===== src/rtl/button_pkg.sv =====
// Shared types and width helpers for the button event conditioner.
package button_pkg;

  typedef enum logic [1:0] {
    StReleased,
    StPressWait,
    StPressed,
    StReleaseWait
  } db_state_e;

  localparam int unsigned DefaultNumCh          = 5;
  localparam int unsigned DefaultDebounceCycles = 250000;
  localparam int unsigned DefaultFifoDepth      = 4;

  // Channel index width; a single channel still needs one bit.
  function automatic int unsigned ch_width(input int unsigned num_ch);
    return (num_ch > 1) ? $clog2(num_ch) : 1;
  endfunction

  function automatic int unsigned cnt_width(input int unsigned cycles);
    return $clog2(cycles) + 1;
  endfunction

  function automatic int unsigned occ_width(input int unsigned depth);
    return $clog2(depth) + 1;
  endfunction

endpackage


===== src/rtl/debounce_channel.sv =====
// One button channel: 2-FF synchroniser, debounce FSM with stability counter,
// debounced level and one-cycle press/release pulses.
module debounce_channel
  import button_pkg::*;
#(
  parameter int unsigned DEBOUNCE_CYCLES = DefaultDebounceCycles
) (
  input  logic clk,
  input  logic reset,
  input  logic btn_n_raw,
  output logic level,
  output logic press_pulse,
  output logic release_pulse
);

  localparam int unsigned     CntW    = cnt_width(DEBOUNCE_CYCLES);
  localparam logic [CntW-1:0] CntLast = CntW'(DEBOUNCE_CYCLES - 1);
  localparam logic [CntW-1:0] CntOne  = CntW'(1);

  logic            sync1;
  logic            sync2;
  logic            s;
  db_state_e       state;
  logic [CntW-1:0] cnt;

  assign s = ~sync2;

  always_ff @(posedge clk) begin
    if (reset) begin
      sync1         <= 1'b1;
      sync2         <= 1'b1;
      state         <= StReleased;
      cnt           <= '0;
      level         <= 1'b0;
      press_pulse   <= 1'b0;
      release_pulse <= 1'b0;
    end else begin
      sync1         <= btn_n_raw;
      sync2         <= sync1;
      press_pulse   <= 1'b0;
      release_pulse <= 1'b0;
      case (state)
        StReleased: begin
          if (s) begin
            state <= StPressWait;
            cnt   <= CntOne;
          end
        end
        StPressWait: begin
          if (!s) begin
            state <= StReleased;
            cnt   <= '0;
          end else if (cnt == CntLast) begin
            state       <= StPressed;
            cnt         <= '0;
            level       <= 1'b1;
            press_pulse <= 1'b1;
          end else begin
            cnt <= cnt + CntOne;
          end
        end
        StPressed: begin
          if (!s) begin
            state <= StReleaseWait;
            cnt   <= CntOne;
          end
        end
        StReleaseWait: begin
          if (s) begin
            state <= StPressed;
            cnt   <= '0;
          end else if (cnt == CntLast) begin
            state         <= StReleased;
            cnt           <= '0;
            level         <= 1'b0;
            release_pulse <= 1'b1;
          end else begin
            cnt <= cnt + CntOne;
          end
        end
        default: begin
          state <= StReleased;
          cnt   <= '0;
        end
      endcase
    end
  end

endmodule


===== src/rtl/button_event_conditioner.sv =====
// Debounces NUM_CH active-low buttons and queues enabled press events as channel
// indices in a small first-word-fall-through FIFO read with valid/ready.
module button_event_conditioner
  import button_pkg::*;
#(
  parameter  int unsigned NUM_CH          = DefaultNumCh,
  parameter  int unsigned DEBOUNCE_CYCLES = DefaultDebounceCycles,
  parameter  int unsigned FIFO_DEPTH      = DefaultFifoDepth,
  localparam int unsigned CH_W            = ch_width(NUM_CH),
  localparam int unsigned OCC_W           = occ_width(FIFO_DEPTH)
) (
  input  logic              clk,
  input  logic              reset,
  input  logic [NUM_CH-1:0] btn_n_raw,
  input  logic [NUM_CH-1:0] enable_mask,
  output logic [NUM_CH-1:0] level,
  output logic [NUM_CH-1:0] press_pulse,
  output logic [NUM_CH-1:0] release_pulse,
  output logic              evt_valid,
  output logic [CH_W-1:0]   evt_ch,
  input  logic              evt_ready,
  output logic [OCC_W-1:0]  evt_count,
  output logic              overflow,
  input  logic              clear_overflow
);

  localparam int unsigned      PtrW    = $clog2(FIFO_DEPTH);
  localparam logic [PtrW-1:0]  PtrOne  = PtrW'(1);
  localparam logic [OCC_W-1:0] OccFull = OCC_W'(FIFO_DEPTH);
  localparam logic [OCC_W-1:0] OccOne  = OCC_W'(1);

  for (genvar g = 0; g < NUM_CH; g++) begin : gen_ch
    debounce_channel #(
      .DEBOUNCE_CYCLES(DEBOUNCE_CYCLES)
    ) u_debounce (
      .clk          (clk),
      .reset        (reset),
      .btn_n_raw    (btn_n_raw[g]),
      .level        (level[g]),
      .press_pulse  (press_pulse[g]),
      .release_pulse(release_pulse[g])
    );
  end

  logic [NUM_CH-1:0] pending_q;
  logic [NUM_CH-1:0] pending_d;
  logic [NUM_CH-1:0] req;
  logic [NUM_CH-1:0] grant;
  logic [NUM_CH-1:0] popped;
  logic [NUM_CH-1:0] press_en;
  logic [NUM_CH-1:0] lost;
  logic [CH_W-1:0]   push_ch;
  logic              req_any;
  logic              push_allowed;
  logic              push;
  logic              pop;
  logic              overflow_d;

  logic [CH_W-1:0]  mem [FIFO_DEPTH];
  logic [PtrW-1:0]  wr_ptr;
  logic [PtrW-1:0]  rd_ptr;
  logic [OCC_W-1:0] count_q;

  assign evt_valid = (count_q != '0);
  assign evt_ch    = mem[rd_ptr];
  assign evt_count = count_q;

  assign pop          = evt_valid & evt_ready;
  assign push_allowed = (count_q != OccFull) | pop;
  assign req          = pending_q & enable_mask;
  assign press_en     = press_pulse & enable_mask;

  // Fixed priority: lowest set channel index wins the push slot.
  always_comb begin
    grant   = '0;
    push_ch = '0;
    req_any = 1'b0;
    for (int i = 0; i < NUM_CH; i++) begin
      if (req[i] && !req_any) begin
        grant[i] = 1'b1;
        push_ch  = CH_W'(i);
        req_any  = 1'b1;
      end
    end
  end

  assign push   = req_any & push_allowed;
  assign popped = grant & {NUM_CH{push}};

  // A new press only collides with a pending bit that is not leaving this cycle.
  assign lost      = press_en & pending_q & ~popped;
  assign pending_d = ((pending_q & ~popped) | press_en) & enable_mask;

  always_comb begin
    overflow_d = overflow;
    if (|lost) begin
      overflow_d = 1'b1;
    end else if (clear_overflow) begin
      overflow_d = 1'b0;
    end
  end

  always_ff @(posedge clk) begin
    if (reset) begin
      pending_q <= '0;
      overflow  <= 1'b0;
    end else begin
      pending_q <= pending_d;
      overflow  <= overflow_d;
    end
  end

  // Popped slots are zeroed so an empty FIFO presents evt_ch = 0; when full with
  // a simultaneous pop and push both hit the same slot and the write wins.
  always_ff @(posedge clk) begin
    if (reset) begin
      wr_ptr  <= '0;
      rd_ptr  <= '0;
      count_q <= '0;
      for (int i = 0; i < FIFO_DEPTH; i++) begin
        mem[i] <= '0;
      end
    end else begin
      if (pop) begin
        mem[rd_ptr] <= '0;
        rd_ptr      <= rd_ptr + PtrOne;
      end
      if (push) begin
        mem[wr_ptr] <= push_ch;
        wr_ptr      <= wr_ptr + PtrOne;
      end
      case ({push, pop})
        2'b10:   count_q <= count_q + OccOne;
        2'b01:   count_q <= count_q - OccOne;
        default: count_q <= count_q;
      endcase
    end
  end

endmodule


===== config.mk =====
export PLATFORM = sky130hd
export DESIGN_NAME = button_event_conditioner
export DESIGN_NICKNAME = d
export VERILOG_FILES = /design/src/rtl/button_pkg.sv /design/src/rtl/debounce_channel.sv /design/src/rtl/button_event_conditioner.sv
export SDC_FILE = /design/constraint.sdc
export NUM_CORES = 1
export LEC_CHECK = 0
export ABC_AREA = 1
export CORE_MARGIN = 10
export CORE_UTILIZATION = 60
export CTS_CLUSTER_DIAMETER = 80
export DETAILED_ROUTE_END_ITERATION = 10
export PLACE_DENSITY = 0.79
export SLEW_MARGIN = 5
export SYNTH_ARGS = -nofsm -noshare
export SYNTH_HDL_FRONTEND = slang
export SYNTH_SLANG_ARGS = --single-unit

===== constraint.sdc =====
create_clock -name clk -period 3.27 [get_ports clk]
set_input_delay 0.8175 -clock clk [delete_from_list [all_inputs] [get_ports clk]]
set_output_delay 0.8175 -clock clk [all_outputs]
set_load 0.005 [all_outputs]

# Yosys cells after proc, flatten, opt, wreduce, memory -nomap -nowiden
# Memory sizes are Yosys's and may differ from the RTL's. A register that Yosys moved wholly into a read port is not among the register bits.
# Cells that the tools add are included.
# W data, S select, Z words.
classes:
  addsub: 9
  n_eq_ne: 63
  mux: 127
  n_bitwise: 27
  reduce_logical: 49
op_table:
  columns: ["operator", "n"]
  rows:
  - ["$mux W19", 25]
  - ["$pmux W19 S4", 5]
  - ["$add A19 B1 Y19 const B", 5]
  - ["$eq A19 B18 Y1 const B", 5]
  - ["$mux W2", 34]
  - ["$mux W1", 47]
  - ["$ne A2 B1 Y1 const B", 20]
  - ["$pmux W2 S4", 5]
  - ["$reduce_or A3 Y1", 12]
  - ["$and A5 B5 Y5", 7]
  - ["$reduce_and A5 Y1", 5]
  - ["$eq A2 B2 Y1 const B", 11]
  - ["$ne A2 B2 Y1 const B", 10]
  - ["$reduce_and A4 Y1", 5]
  - ["$ne A3 B3 Y1 const B", 6]
  - ["$mux W3", 5]
  - ["$ne A3 B1 Y1 const B", 5]
  - ["$not A1 Y1", 15]
  - ["$reduce_bool A2 Y1", 7]
  - ["$eq A2 B1 Y1 const B", 6]
  - ["$logic_not A2 Y1", 5]
  - ["$pmux W1 S2", 5]
  - ["$reduce_and A2 Y1", 5]
  - ["$pmux W3 S2", 1]
  - ["11 further kinds", 19]
word_totals:
  regBits: 143
  mem_bits_rw: 12
  input_bits: 14
  output_inout_bits: 23
  mem_count: 1
memory_table:
  columns: ["memory", "depth", "word_bits", "read_ports", "rd_clocked_by_memory_dff", "wr", "line_no", "rtl"]
  rows:
  - ["mem", 4, 3, 1, 1, 4, "button_event_conditioner.sv:59", "logic [CH_W-1:0] mem [FIFO_DEPTH];"]

# Depth between registers and ports, before layout
# Gate-level depths: netlist of run 1.
depth:
  ltp_word: 20
  mapped_depth: 12
  mapped_depth_nobuf: 12

# Hierarchy
# From an unflattened synthesis of run 1, not the netlist that was laid out.
hier_totals:
  cells_unflattened: 1126
  hier_area_um2: 8358.0
by_module_without_submodules:
  columns: ["module", "instances", "cells_per_inst", "area_each_um2"]
  rows:
  - ["debounce_channel at gen_ch[0].u_debounce ...", 4, 193, 1427.6]
  - ["button_event_conditioner", 1, 168, 1365.1]
  - ["debounce_channel at gen_ch[4].u_debounce", 1, 186, 1282.5]

# Least setup slack after synthesis of run 1
# Ideal clock, no wire load.
synth_timing:
  path_type: "input -> register"
  startpoint: "input enable_mask[1]"
  endpoint: "register count_q[2] (netlist: evt_count[2])"
  arrival_time_ns: 2.127
  t_required_ns: 3.155
  setup_slack_ns: 1.028
  stages: 11
  path_buffers: 0
  cell_sequence: "nand2_1 -> nand2_1 -> nor2_2 -> nand2_2 -> nand2_4 -> nand2_2 -> fa_1 -> inv_1 -> nand3_1 -> a21oi_1 -> nor2_1"
synth_via:
  elab_chain_cells: 15
synth_lines:
  columns: ["element", "line_no", "rtl"]
  rows:
  - ["start: declaration", "button_event_conditioner.sv:15", "input logic [NUM_CH-1:0] enable_mask,"]
  - ["$and A5 B5 Y5 (*)", "button_event_conditioner.sv:70", "assign req = pending_q & enable_mask;"]
  - ["$logic_and A1 B1 Y1 (*)", "button_event_conditioner.sv:79", "if (req[i] && !req_any) begin"]
  - ["$mux W1 (*)", "button_event_conditioner.sv:79", null]
  - ["$logic_not A1 Y1", "button_event_conditioner.sv:79", null]
  - ["$logic_and A1 B1 Y1", "button_event_conditioner.sv:79", null]
  - ["$mux W1 (*)", "button_event_conditioner.sv:79", null]
  - ["$logic_not A1 Y1", "button_event_conditioner.sv:79", null]
  - ["$logic_and A1 B1 Y1", "button_event_conditioner.sv:79", null]
  - ["$mux W1 (*)", "button_event_conditioner.sv:79", null]
  - ["$logic_not A1 Y1", "button_event_conditioner.sv:79", null]
  - ["$logic_and A1 B1 Y1", "button_event_conditioner.sv:79", null]
  - ["$mux W1 (*)", "button_event_conditioner.sv:79", null]
  - ["$and A1 B1 Y1 (*)", "button_event_conditioner.sv:87", "assign push = req_any & push_allowed;"]
  - ["$eq A2 B1 Y1 / $eq A2 B2 Y1 (equally long branches)", "button_event_conditioner.sv:132", "case ({push, pop})"]
  - ["$pmux W3 S2 / $reduce_bool A2 Y1 (equally long branches)", null, null]
  - ["end signal: assignment", "button_event_conditioner.sv:133", "2'b10: count_q <= count_q + OccOne;"]
  - ["end signal: assignment", "button_event_conditioner.sv:134", "2'b01: count_q <= count_q - OccOne;"]
  - ["end signal: assignment", "button_event_conditioner.sv:135", "default: count_q <= count_q;"]
  - ["end: declaration", "button_event_conditioner.sv:62", "logic [OCC_W-1:0] count_q;"]
# Mark *: on every way between the ends. The rest lies on a longest branch, timed or not.
# A chain may end at the register's enable or synchronous reset.

==> results.md, run 1 <==
- Outcome: finished, final reports clean
- Met2 track demand over resource in global routing: 31.95%
- Sequential cell area fraction in the yosys report: 38.39%
- Total of max-cap violations: 0
- Via Count: 7779
- Area Growth Syn to Fin: 11.01%
- Maximum ir drop on the vdd rail: 0.0003594 V
- Startpoint type of the worst setup path: flip-flop
- Worst setup path category: reg -> out
- RSZ-0062 raised after global routing: false
- Buffers inserted by post-CTS timing repair: 0
- Post-Route Setup TNS: 0 ps
- GR peak layer: met2
- Post-synth net total: 1299
- Critical R2R Capture: gen_ch[4].u_debounce.cnt[12]$_SDFFE_PP0P_
- Number of non-filler instances in the completed layout: 1479
- Syn Inst Count: approximately 1300
- Area share of and/or/nand/nor cells after synthesis: 37.52%
- Reg area: about 3300 sq um
- Met3 Use GR: roughly 4%
- Most frequent standard cell in the layout excluding fill and tap cells: sky130_fd_sc_hd__nand2_1
- Global-route usage over all layers: 18.58%
- Total number of yosys warnings: 0
- Synth area leader: sky130_fd_sc_hd__dfxtp_1
- Ratio of total power to cell area: 494.3 nW/um^2
- Antenna viol nets, final: 0
- Mapped cell area: 8501 sq um
- DP HPWL: 12850 um
- Final routed wirelength across all metal layers: 18230 um
- Drt first-iter violations: 563
- R2R Setup Slk: between 1000 and 1500 ps
- Maximum fanout along the worst path: 7
- Root buffer selected by CTS: sky130_fd_sc_hd__clkbuf_16
- Final Hold Viols: 0
- Combinational family with the most area after synthesis: simple AND/OR/NAND/NOR gates
- Via count of the first global-routing pass: 7102
- Mean Syn Cell Area: about 6.7 sq um
- Global-route met1 utilization: between 20% and 30%
- Clock Sink Count: 157
- Count of hold-fix buffers inserted at cts: 0
- Placed Cells: ~1400
- TritonCTS clock tree: done
- Worst r2r src: gen_ch[4].u_debounce.cnt[0]$_SDFFE_PP0P_
- Crit path time final: 2534 ps
- Die height: 139.0 um
- Setup Viol. Count Final: 0
- Rel. slew slack: around 44%
- Clock skew: 9.460 ps
- Number of fill cells in the layout: 1220
- Clock slew seen by the registers of the worst setup and hold paths: 60 ps
- Adder and majority cell fraction of the synthesized area: approximately 1.6%
- Pins Over Slew Limit: 0
- Number of enable-type register cells in the synthesized netlist: 12
- Starting utilization of the core area: 61.24%
- Skew-Pair Late Insertion Delay: 420 ps
- Kind of capture point of the worst setup path: output port
- Fraction of layout cells with a size suffix above 1: under 10%
- Reported leakage power: between 3 and 4 nW
- Final clock period utilization by the worst path: 77.49%
- Residual overflow from global routing: 0
- Xor and xnor fraction of the mapped netlist area: 1.339%
- Area used by multi-input combinational logic: 4428 sq um
- H-tree Lvls: 4
- Pin count of the biggest net entering global routing: 58
- Number of synthesized register bits: 157
- Top FF cell, synth: sky130_fd_sc_hd__dfxtp_1
- RD Place Congestion: 0.8852
- Cells on Worst Hold Path: 1
- Rows: 43
- Depth of the worst register-to-register path: 8
- Port Buffer Count: 36
- Number of unique standard cell types used by synthesis: 50
- Worst Max-Slew Pin Slew: around 840 ps
- Power Total: about 4.7 mW
- Via/cell ratio: 5.260
- Data required time at the worst endpoint: 2450 ps
- Synthesized-area fraction occupied by ao, oa, aoi and oai cells: 11.67%
- Async SR Flop Fraction: 0%
- Core Util, Final: about two thirds
- Path category of the worst min-delay check: reg -> reg
- Ant. Diodes: 0
- Multiplexer area fraction after synthesis: 0%
- DRC viols: 0
- Area share of the largest cell type after synthesis: 34.15%
- Startpoint of the most critical hold path: gen_ch[3].u_debounce.sync1$_SDFF_PP1_
- Total CTS buffers: 17
- Synth top area cells: sky130_fd_sc_hd__dfxtp_1 34%, sky130_fd_sc_hd__nand2_1 16%, sky130_fd_sc_hd__nor2_1 8.0%, sky130_fd_sc_hd__nand3_1 5.6%, sky130_fd_sc_hd__a21oi_1 5.5%
- Number of buffers on the longest clock path: 2
- Post-cts resize count: 0
- Core area: 13880 sq um
- Top library cells by usage in the layout, fill and taps aside: 355 x sky130_fd_sc_hd__nand2_1, 181 x sky130_fd_sc_hd__nor2_1, 145 x sky130_fd_sc_hd__dfxtp_1
- Endpoint, Worst Hold: gen_ch[3].u_debounce.sync2$_SDFF_PP1_
- Antenna violations before repair: 0
- Crit path arrival time: 1720 ps
- Top Ports: 37
- Wire length of the first global-routing pass: approximately 32000 um
- Hold slack final: 409.2 ps
- DIE AREA: between 15000 and 20000 sq um
- Width of the die: about 140 um
- FMAX: 0.3946 GHz
- Detail-routed net length per standard cell: 12.33 um
- Total iterations of the first detailed-routing run: 7
- Final net count: 1311
## critical path, stage by stage (launching register included)
cell,delay [ps]
sky130_fd_sc_hd__dfxtp_1,360
sky130_fd_sc_hd__inv_1,150
sky130_fd_sc_hd__nor2_1,70
sky130_fd_sc_hd__o22ai_1,180
sky130_fd_sc_hd__clkdlybuf4s50_1,530
## routing by layer
| layer | share of wire (%) | vias up |
|---|---|---|
| met4 | 1.4 | 0 |
| li1 | - | 4093 |
| met1 | 46 | 3525 |
| met2 | 49 | 140 |
| met3 | 4.2 | 21 |
| met5 | 0 | - |
## worst max-delay path by stage
stage	from	endpoint	slack [ps]	cells after the start
4_1_cts	flip-flop	evt_ch[1]	720	4
3_5_place_dp	enable_mask[1]	evt_count[2]$_SDFFE_PP0P_	410	12
6_report	flip-flop	evt_ch[1]	740	4
5_1_grt	flip-flop	evt_ch[1]	600	4
3_3_place_gp	enable_mask[1]	evt_count[2]$_SDFFE_PP0P_	450	12
2_1_floorplan	enable_mask[1]	evt_count[2]$_SDFFE_PP0P_	1030	11
## where the power goes
group / switching (mW) / total (mW) / internal, mW
clock: 0.759 / 2.05 / 1.29
combinational: 0.324 / 0.544 / 0.220
sequential: 0.0547 / 2.07 / 2.02
## logic make-up (layout without fill, tap and decap cells)
family          count (synthesis)  count (layout)
simple gates                  730             730
buf+inv                       183             207
compound gates                182             182
flops                         157             157
xor+xnor                       13              13
fa+ha+maj                      10              10
## metrics by stage
stage                     worst slack [ps]  instance area, sq um
final                                736.0                  9437
after floorplan                       1028                  8501
after global routing                 595.9                  9437
after detailed placement             407.0                  8822
after CTS                            716.7                  9437
after global placement               454.5                  8822
## cell usage after synthesis (2+ instances only)
cell / instances
sky130_fd_sc_hd__nor2_2: 15
sky130_fd_sc_hd__nand3b_1: 3
sky130_fd_sc_hd__or2_2: 16
sky130_fd_sc_hd__o211ai_1: 3
sky130_fd_sc_hd__nand2_4: 2
sky130_fd_sc_hd__o21a_1: 2
sky130_fd_sc_hd__xor2_1: 10
sky130_fd_sc_hd__clkinv_1: 2
sky130_fd_sc_hd__a21oi_2: 2
sky130_fd_sc_hd__inv_1: 119
sky130_fd_sc_hd__a31o_2: 3
sky130_fd_sc_hd__buf_2: 6
sky130_fd_sc_hd__nor3_1: 16
sky130_fd_sc_hd__nand2_1: 355
sky130_fd_sc_hd__inv_2: 16
sky130_fd_sc_hd__a21oi_1: 94
sky130_fd_sc_hd__clkbuf_1: 14
sky130_fd_sc_hd__o21ai_0: 55
sky130_fd_sc_hd__dfxtp_1: 145
sky130_fd_sc_hd__buf_6: 5
sky130_fd_sc_hd__o21bai_1: 3
sky130_fd_sc_hd__buf_4: 20
sky130_fd_sc_hd__o21bai_2: 2
sky130_fd_sc_hd__nor4_1: 3
sky130_fd_sc_hd__nand4_1: 13
sky130_fd_sc_hd__xnor2_1: 3
sky130_fd_sc_hd__and2_1: 3
sky130_fd_sc_hd__edfxtp_1: 12
sky130_fd_sc_hd__nand3_1: 95
sky130_fd_sc_hd__nand2_2: 8
sky130_fd_sc_hd__nor2_1: 181
sky130_fd_sc_hd__nor2_4: 11
sky130_fd_sc_hd__nand3_2: 5
sky130_fd_sc_hd__ha_1: 9
sky130_fd_sc_hd__o22ai_1: 5
sky130_fd_sc_hd__o21ai_1: 4
sky130_fd_sc_hd__o31ai_1: 2
## cell type report
| cell class | count | share of cell area (%) |
|---|---|---|
| Multi-Input combinational cell | 935 | 46.92 |
| Timing Repair Buffer | 38 | 4.084 |
| Clock buffer | 20 | 4.733 |
| Inverter | 138 | 5.516 |
| Clock inverter | 11 | 1.777 |
| Tap cell | 180 | 2.387 |
| Sequential cell | 157 | 34.58 |
## sequential cells by signal (all words and copies together) (netlist names), named ones only
| signal | count |
|---|---|
| pending_q | 5 |
| gen_ch.u_debounce.release_pulse | 5 |
| mem | 12 |
| rd_ptr | 2 |
| wr_ptr | 2 |
| gen_ch.u_debounce.level | 5 |
| gen_ch.u_debounce.state | 5 |
| gen_ch.u_debounce.sync1 | 5 |
| gen_ch.u_debounce.sync2 | 5 |
| gen_ch.u_debounce.press_pulse | 5 |
| gen_ch.u_debounce.cnt | 95 |
| evt_count | 3 |
| overflow | 1 |
Power figures use the tool's default switching activity.
==> run 2: changes to the inputs <==
==> constraint.sdc (replaced) <==
create_clock -name clk -period 2.7 [get_ports clk]
set_input_delay 0.675 -clock clk [delete_from_list [all_inputs] [get_ports clk]]
set_output_delay 0.675 -clock clk [all_outputs]
set_load 0.005 [all_outputs]
==> run 2 against run 1 <==
  * Non-clock buffer count up 4
  * Worst setup slack got worse by 440 ps
  * Total power is 16% higher
==> results.md, run 2 (synthesis gave the netlist of run 1 again) <==
- RSZ-0062 raised after global routing: false
- Global-route usage over all layers: 19.03%
- Clock slew seen by the registers of the worst setup and hold paths: 60 ps
- Kind of capture point of the worst setup path: output port
- Count of hold-fix buffers inserted at cts: 0
- Pin count of the biggest net entering global routing: 83
- Final net count: 1315
- Core area: 13880 sq um
- Data required time at the worst endpoint: a little over 2000 ps
- Core Util, Final: 67.80%
- Detail-routed net length per standard cell: 12.37 um
- Via Count: ~8000
- Skew-Pair Late Insertion Delay: 430 ps
- Maximum fanout along the worst path: 7
- Setup Viol. Count Final: 0
- Maximum ir drop on the vdd rail: 0.0004862 V
- Area Growth Syn to Fin: 10.72%
- Largest register by flop count: gen_ch.u_debounce.cnt
- Total CTS buffers: 17
- Ant. Diodes: 0
- Post-Route Setup TNS: 0 ps
- Rows: 43
- Crit path arrival time: 1730 ps
- Largest regs: gen_ch.u_debounce.cnt: 95 flops, mem: 12 flops
- Wire length of the first global-routing pass: roughly 32000 um
- DP HPWL: 12620 um
- Root buffer selected by CTS: sky130_fd_sc_hd__clkbuf_16
- Residual overflow from global routing: 0
- Total iterations of the first detailed-routing run: 5
- Top Ports: 37
- Worst Max-Slew Pin Slew: approximately 740 ps
- Worst setup path category: reg -> out
- Total of max-cap violations: 0
- Pins Over Slew Limit: 0
- Drt first-iter violations: 461
- Hold slack final: between 400 and 500 ps
- Number of buffers on the longest clock path: 2
- Starting utilization of the core area: approximately three fifths
- Startpoint type of the worst setup path: flip-flop
- DIE AREA: 19330 sq um
- Power Total: 5.393 mW
- Crit path time final: 2401 ps
- Final routed wirelength across all metal layers: approximately 18000 um
- Final clock period utilization by the worst path: 88.93%
- FMAX: 0.4165 GHz
- Outcome: finished, final reports clean
- Reported leakage power: 3.471 nW
- Top library cells by usage in the layout, fill and taps aside: 355 x sky130_fd_sc_hd__nand2_1, 181 x sky130_fd_sc_hd__nor2_1, 145 x sky130_fd_sc_hd__dfxtp_1
- Antenna viol nets, final: 0
- H-tree Lvls: 4
- Die height: 139.0 um
- Port Buffer Count: 36
- Final Hold Viols: 0
- Fraction of layout cells with a size suffix above 1: a little under a tenth
- Buffers inserted by post-CTS timing repair: 0
- Ratio of total power to cell area: 573.0 nW/um^2
- Post-cts resize count: 0
- Antenna violations before repair: 0
- Width of the die: 139.0 um
- DRC viols: 0
- Via count of the first global-routing pass: 7183
- TritonCTS clock tree: done
- Rel. slew slack: about half
- Number of flip-flops in the largest register: 95
- Clock Sink Count: 157
- RD Place Congestion: 0.8656
- Path category of the worst min-delay check: reg -> reg
- Number of fill cells in the layout: 1223
- Clock skew: 8.790 ps
- Most frequent standard cell in the layout excluding fill and tap cells: sky130_fd_sc_hd__nand2_1
- Via/cell ratio: 5.302
## run 2: cell types whose count changed in the layout (fill, tap and decap cells not counted)
cell / before / now
sky130_fd_sc_hd__clkbuf_1: 2 / 4
sky130_fd_sc_hd__clkinv_4: 1 / 0
sky130_fd_sc_hd__bufinv_16: 4 / 1
sky130_fd_sc_hd__clkinvlp_4: 3 / 2
sky130_fd_sc_hd__inv_4: 2 / 1
sky130_fd_sc_hd__clkbuf_8: 1 / 3
sky130_fd_sc_hd__buf_12: 1 / 2
sky130_fd_sc_hd__buf_4: 2 / 5
sky130_fd_sc_hd__clkinv_2: 2 / 4
## run 2: final cells by class
type | instances | area, sq um | area share [%]
well taps | 180 | 225.2 | 2.393
multi-input cells | 935 | 4428 | 47.05
clock buffers | 24 | 481.7 | 5.118
inverters | 138 | 520.5 | 5.530
clock inverters | 7 | 65.06 | 0.6913
flip-flops and latches | 157 | 3263 | 34.67
repair buffers | 42 | 427.9 | 4.547
## run 2: critical path: stages (launching register included)
cell                              delay, ps
sky130_fd_sc_hd__dfxtp_1                420
sky130_fd_sc_hd__inv_1                  130
sky130_fd_sc_hd__o21ai_0                200
sky130_fd_sc_hd__o22ai_1                 90
sky130_fd_sc_hd__clkdlybuf4s50_1        450
## run 2: final timing paths
| kind | cells after the start | start | slack, ps | end |
|---|---|---|---|---|
| worst max-delay path | 4 | flip-flop | 300 | evt_ch[2] |
| worst min-delay path | 1 | gen_ch[3].u_debounce.sync1$_SDFF_PP1_ | 410 | gen_ch[3].u_debounce.sync2$_SDFF_PP1_ |
| worst max register to register | 8 | evt_count[2]$_SDFFE_PP0P_ | 870 | mem[3][1]$_SDFFCE_PN0P_ |
| worst min register to register | 1 | gen_ch[3].u_debounce.sync1$_SDFF_PP1_ | 410 | gen_ch[3].u_debounce.sync2$_SDFF_PP1_ |
## run 2: routing by layer
layer | up-vias | wire [um] | GRT usage (%)
li1 | 4106 | - | -
met1 | 3571 | 8519 | 22.96
met2 | 155 | 8591 | 31.73
met3 | 31 | 850 | 4.075
met4 | 0 | 391 | 8.622
met5 | - | 0 | 0
## run 2: power by group
| part | switching, mW | leakage [nW] | internal (mW) |
|---|---|---|---|
| Clock | 0.906 | 0.266 | 1.33 |
| Sequential | 0.0647 | 1.29 | 2.44 |
| Combinational | 0.385 | 1.91 | 0.268 |
| Total | 1.36 | 3.47 | 4.04 |
## run 2: per-stage QoR
stage / setup slack, ps / std cells / instance area [sq um]
6_report: 298.8 / 1483 / 9412
3_5_place_dp: 89.61 / 1452 / 8865
4_1_cts: 266.2 / 1483 / 9412
5_1_grt: 157.8 / 1483 / 9412
3_3_place_gp: 125.5 / 1452 / 8865
2_1_floorplan: 600.2 / 1275 / 8501
==> run 3: changes to the inputs <==
--- a/config.mk
+++ b/config.mk
@@ -6,11 +6,13 @@
 export NUM_CORES = 1
 export LEC_CHECK = 0
 export ABC_AREA = 1
+export CORE_ASPECT_RATIO = 0.5
 export CORE_MARGIN = 10
 export CORE_UTILIZATION = 60
 export CTS_CLUSTER_DIAMETER = 80
 export DETAILED_ROUTE_END_ITERATION = 10
 export PLACE_DENSITY = 0.79
+export RECOVER_POWER = 25
 export SLEW_MARGIN = 5
 export SYNTH_ARGS = -nofsm -noshare
 export SYNTH_HDL_FRONTEND = slang
==> run 3 against run 2 <==
  * The run now ends with max-slew violations left
  * Sequential share of layout area about the same
  * Die area grew 1.5%
  * Global-route usage grew 0.29 points
  * Largest cell class unchanged
  * Highest routed layer unchanged
==> results.md, run 3 (synthesis gave the netlist of run 1 again) <==
- Worst Max-Slew Pin Slew: 1505 ps
- Post-cts resize count: 0
- Total CTS buffers: 17
- Core area: roughly 14000 sq um
- Clock skew: around 9.5 ps
- Kind of capture point of the worst setup path: flip-flop
- DP HPWL: 13270 um
- Ratio of total power to cell area: about 600 nW/um^2
- Number of flip-flops in the largest register: 95
- Via Count: 8038
- Failing checks: max-slew violations
- Detail-routed net length per standard cell: 12.79 um
- Fraction of layout cells with a size suffix above 1: 9.056%
- Hold slack final: approximately 410 ps
- Pins Over Slew Limit: 77
- Buffers inserted by post-CTS timing repair: 0
- RD Place Congestion: 0.8840
- Maximum ir drop on the vdd rail: 0.0004216 V
- DRC viols: 0
- H-tree Lvls: 4
- Clock Sink Count: 157
- Final clock period utilization by the worst path: around nine tenths
- TritonCTS clock tree: done
- Width of the die: 188.3 um
- Total of max-cap violations: 0
- Wire length of the first global-routing pass: 33020 um
- Maximum fanout along the worst path: 77
- Crit path arrival time: 2670 ps
- Worst r2r src: gen_ch[4].u_debounce.cnt[0]$_SDFFE_PP0P_
- Antenna viol nets, final: 0
- Outcome: complete, but fails checks
- Total iterations of the first detailed-routing run: 5
- DIE AREA: 19620 sq um
- Power Total: 5.494 mW
- Starting utilization of the core area: 62.05%
- Residual overflow from global routing: 0
- Top Ports: 37
- Crit path time final: between 2000 and 2500 ps
- Rel. slew slack: -0.3318%
- Delay of the slowest cell on the worst path: 1210 ps
- Final Hold Viols: 0
- Pin count of the biggest net entering global routing: 78
- Skew-Pair Late Insertion Delay: 420 ps
- Largest register by flop count: gen_ch.u_debounce.cnt
- Path category of the worst min-delay check: reg -> reg
- Ant. Diodes: 0
- R2R Setup Slk: 790 ps
- Reported leakage power: 3.468 nW
- Top library cells by usage in the layout, fill and taps aside: 355 x sky130_fd_sc_hd__nand2_1, 182 x sky130_fd_sc_hd__nor2_1, 145 x sky130_fd_sc_hd__dfxtp_1
- Most frequent standard cell in the layout excluding fill and tap cells: sky130_fd_sc_hd__nand2_1
- Via count of the first global-routing pass: 7339
- Depth of the worst register-to-register path: 11
- Final net count: 1314
- Worst setup path category: in -> reg
- Final routed wirelength across all metal layers: 19120 um
- Crit path cell chain: clkbuf_1 > buf_2 > nor4_1
- Post-Route Setup TNS: 0 ps
- RSZ-0062 raised after global routing: false
- Slowest stage cell, crit path: sky130_fd_sc_hd__buf_2
- Port Buffer Count: 36
- Global-route usage over all layers: 19.32%
- Startpoint type of the worst setup path: primary input
- Count of hold-fix buffers inserted at cts: 0
- Drt first-iter violations: 708
- Setup Viol. Count Final: 0
- Die height: between 100 and 150 um
- Data required time at the worst endpoint: 2910 ps
- Endpoint of the most critical setup path: gen_ch[0].u_debounce.release_pulse$_SDFF_PP0_
- FMAX: 0.4073 GHz
- Antenna violations before repair: 0
- Rows: 30
- Via/cell ratio: around 5.4
- CP startpoint: reset
- Largest regs: gen_ch.u_debounce.cnt: 95 flops, mem: 12 flops
- Root buffer selected by CTS: sky130_fd_sc_hd__clkbuf_16
- Area Growth Syn to Fin: 10.67%
- Clock slew seen by the registers of the worst setup and hold paths: 70 ps
- Number of buffers on the longest clock path: 2
[run 3: changes by cell type in the layout (fill, tap and decap cells not counted), moves of 3 or more]
cell                       before  now
sky130_fd_sc_hd__inv_6          0    5
sky130_fd_sc_hd__clkbuf_1       4    1
sky130_fd_sc_hd__clkinv_2       4    0
sky130_fd_sc_hd__clkinv_4       0    5
sky130_fd_sc_hd__clkbuf_8       3    0
[run 3: where the power goes]
part           switching, mW  leakage [nW]  total, mW  internal (mW)
Combinational          0.391          1.89      0.652          0.261
Clock                   1.03         0.281       2.33           1.30
Sequential            0.0675          1.29       2.51           2.44
Total                   1.49          3.47       5.49           4.00
[run 3: final cells by class]
cell class	count	area (sq um)
clock inverter	15	151.4
tap	192	240.2
clock buffer	17	425.4
inverter	138	520.5
multi-input combinational	935	4420
sequential	157	3263
fill	1142	4293
timing repair buffer	41	386.6
[run 3: worst max-delay path: cells and delay by family]
kind	cells	cell delay, ps
buffers and inverters	2	1710
AND/OR/NAND/NOR	1	230
[run 3: how the worst min path moves through the flow]
stage	startpoint	endpoint	slack (ps)	cells past startpoint
3_3_place_gp	gen_ch[1].u_debounce.sync1$_SDFF_PP1_	gen_ch[1].u_debounce.sync2$_SDFF_PP1_	390	1
5_1_grt	gen_ch[0].u_debounce.sync1$_SDFF_PP1_	gen_ch[0].u_debounce.sync2$_SDFF_PP1_	440	1
4_1_cts	gen_ch[1].u_debounce.sync1$_SDFF_PP1_	gen_ch[1].u_debounce.sync2$_SDFF_PP1_	420	1
3_5_place_dp	gen_ch[1].u_debounce.sync1$_SDFF_PP1_	gen_ch[1].u_debounce.sync2$_SDFF_PP1_	410	1
2_1_floorplan	gen_ch[0].u_debounce.sync1$_SDFF_PP1_	gen_ch[0].u_debounce.sync2$_SDFF_PP1_	390	1
6_report	gen_ch[1].u_debounce.sync1$_SDFF_PP1_	gen_ch[1].u_debounce.sync2$_SDFF_PP1_	410	1
[run 3: metal layers]
metal  part of all wire, %  up-vias  GRT usage [%]
li1                      -     4108              -
met2                    47      219          32.31
met1                    47     3687          24.86
met4                  0.82        0          5.068
met5                     0        -              0
met3                   5.5       24          3.849
[run 3: per-stage QoR]
stage	instances	setup slack (ps)	instance area, sq um	utilization (%)
3_3_place_gp	1463	106.7	8870	64.74
2_1_floorplan	1275	600.2	8501	-
4_1_cts	1495	260.8	9447	68.95
3_5_place_dp	1463	18.20	8870	64.74
6_report	1495	245.0	9408	68.67
5_1_grt	1495	110.2	9408	68.67
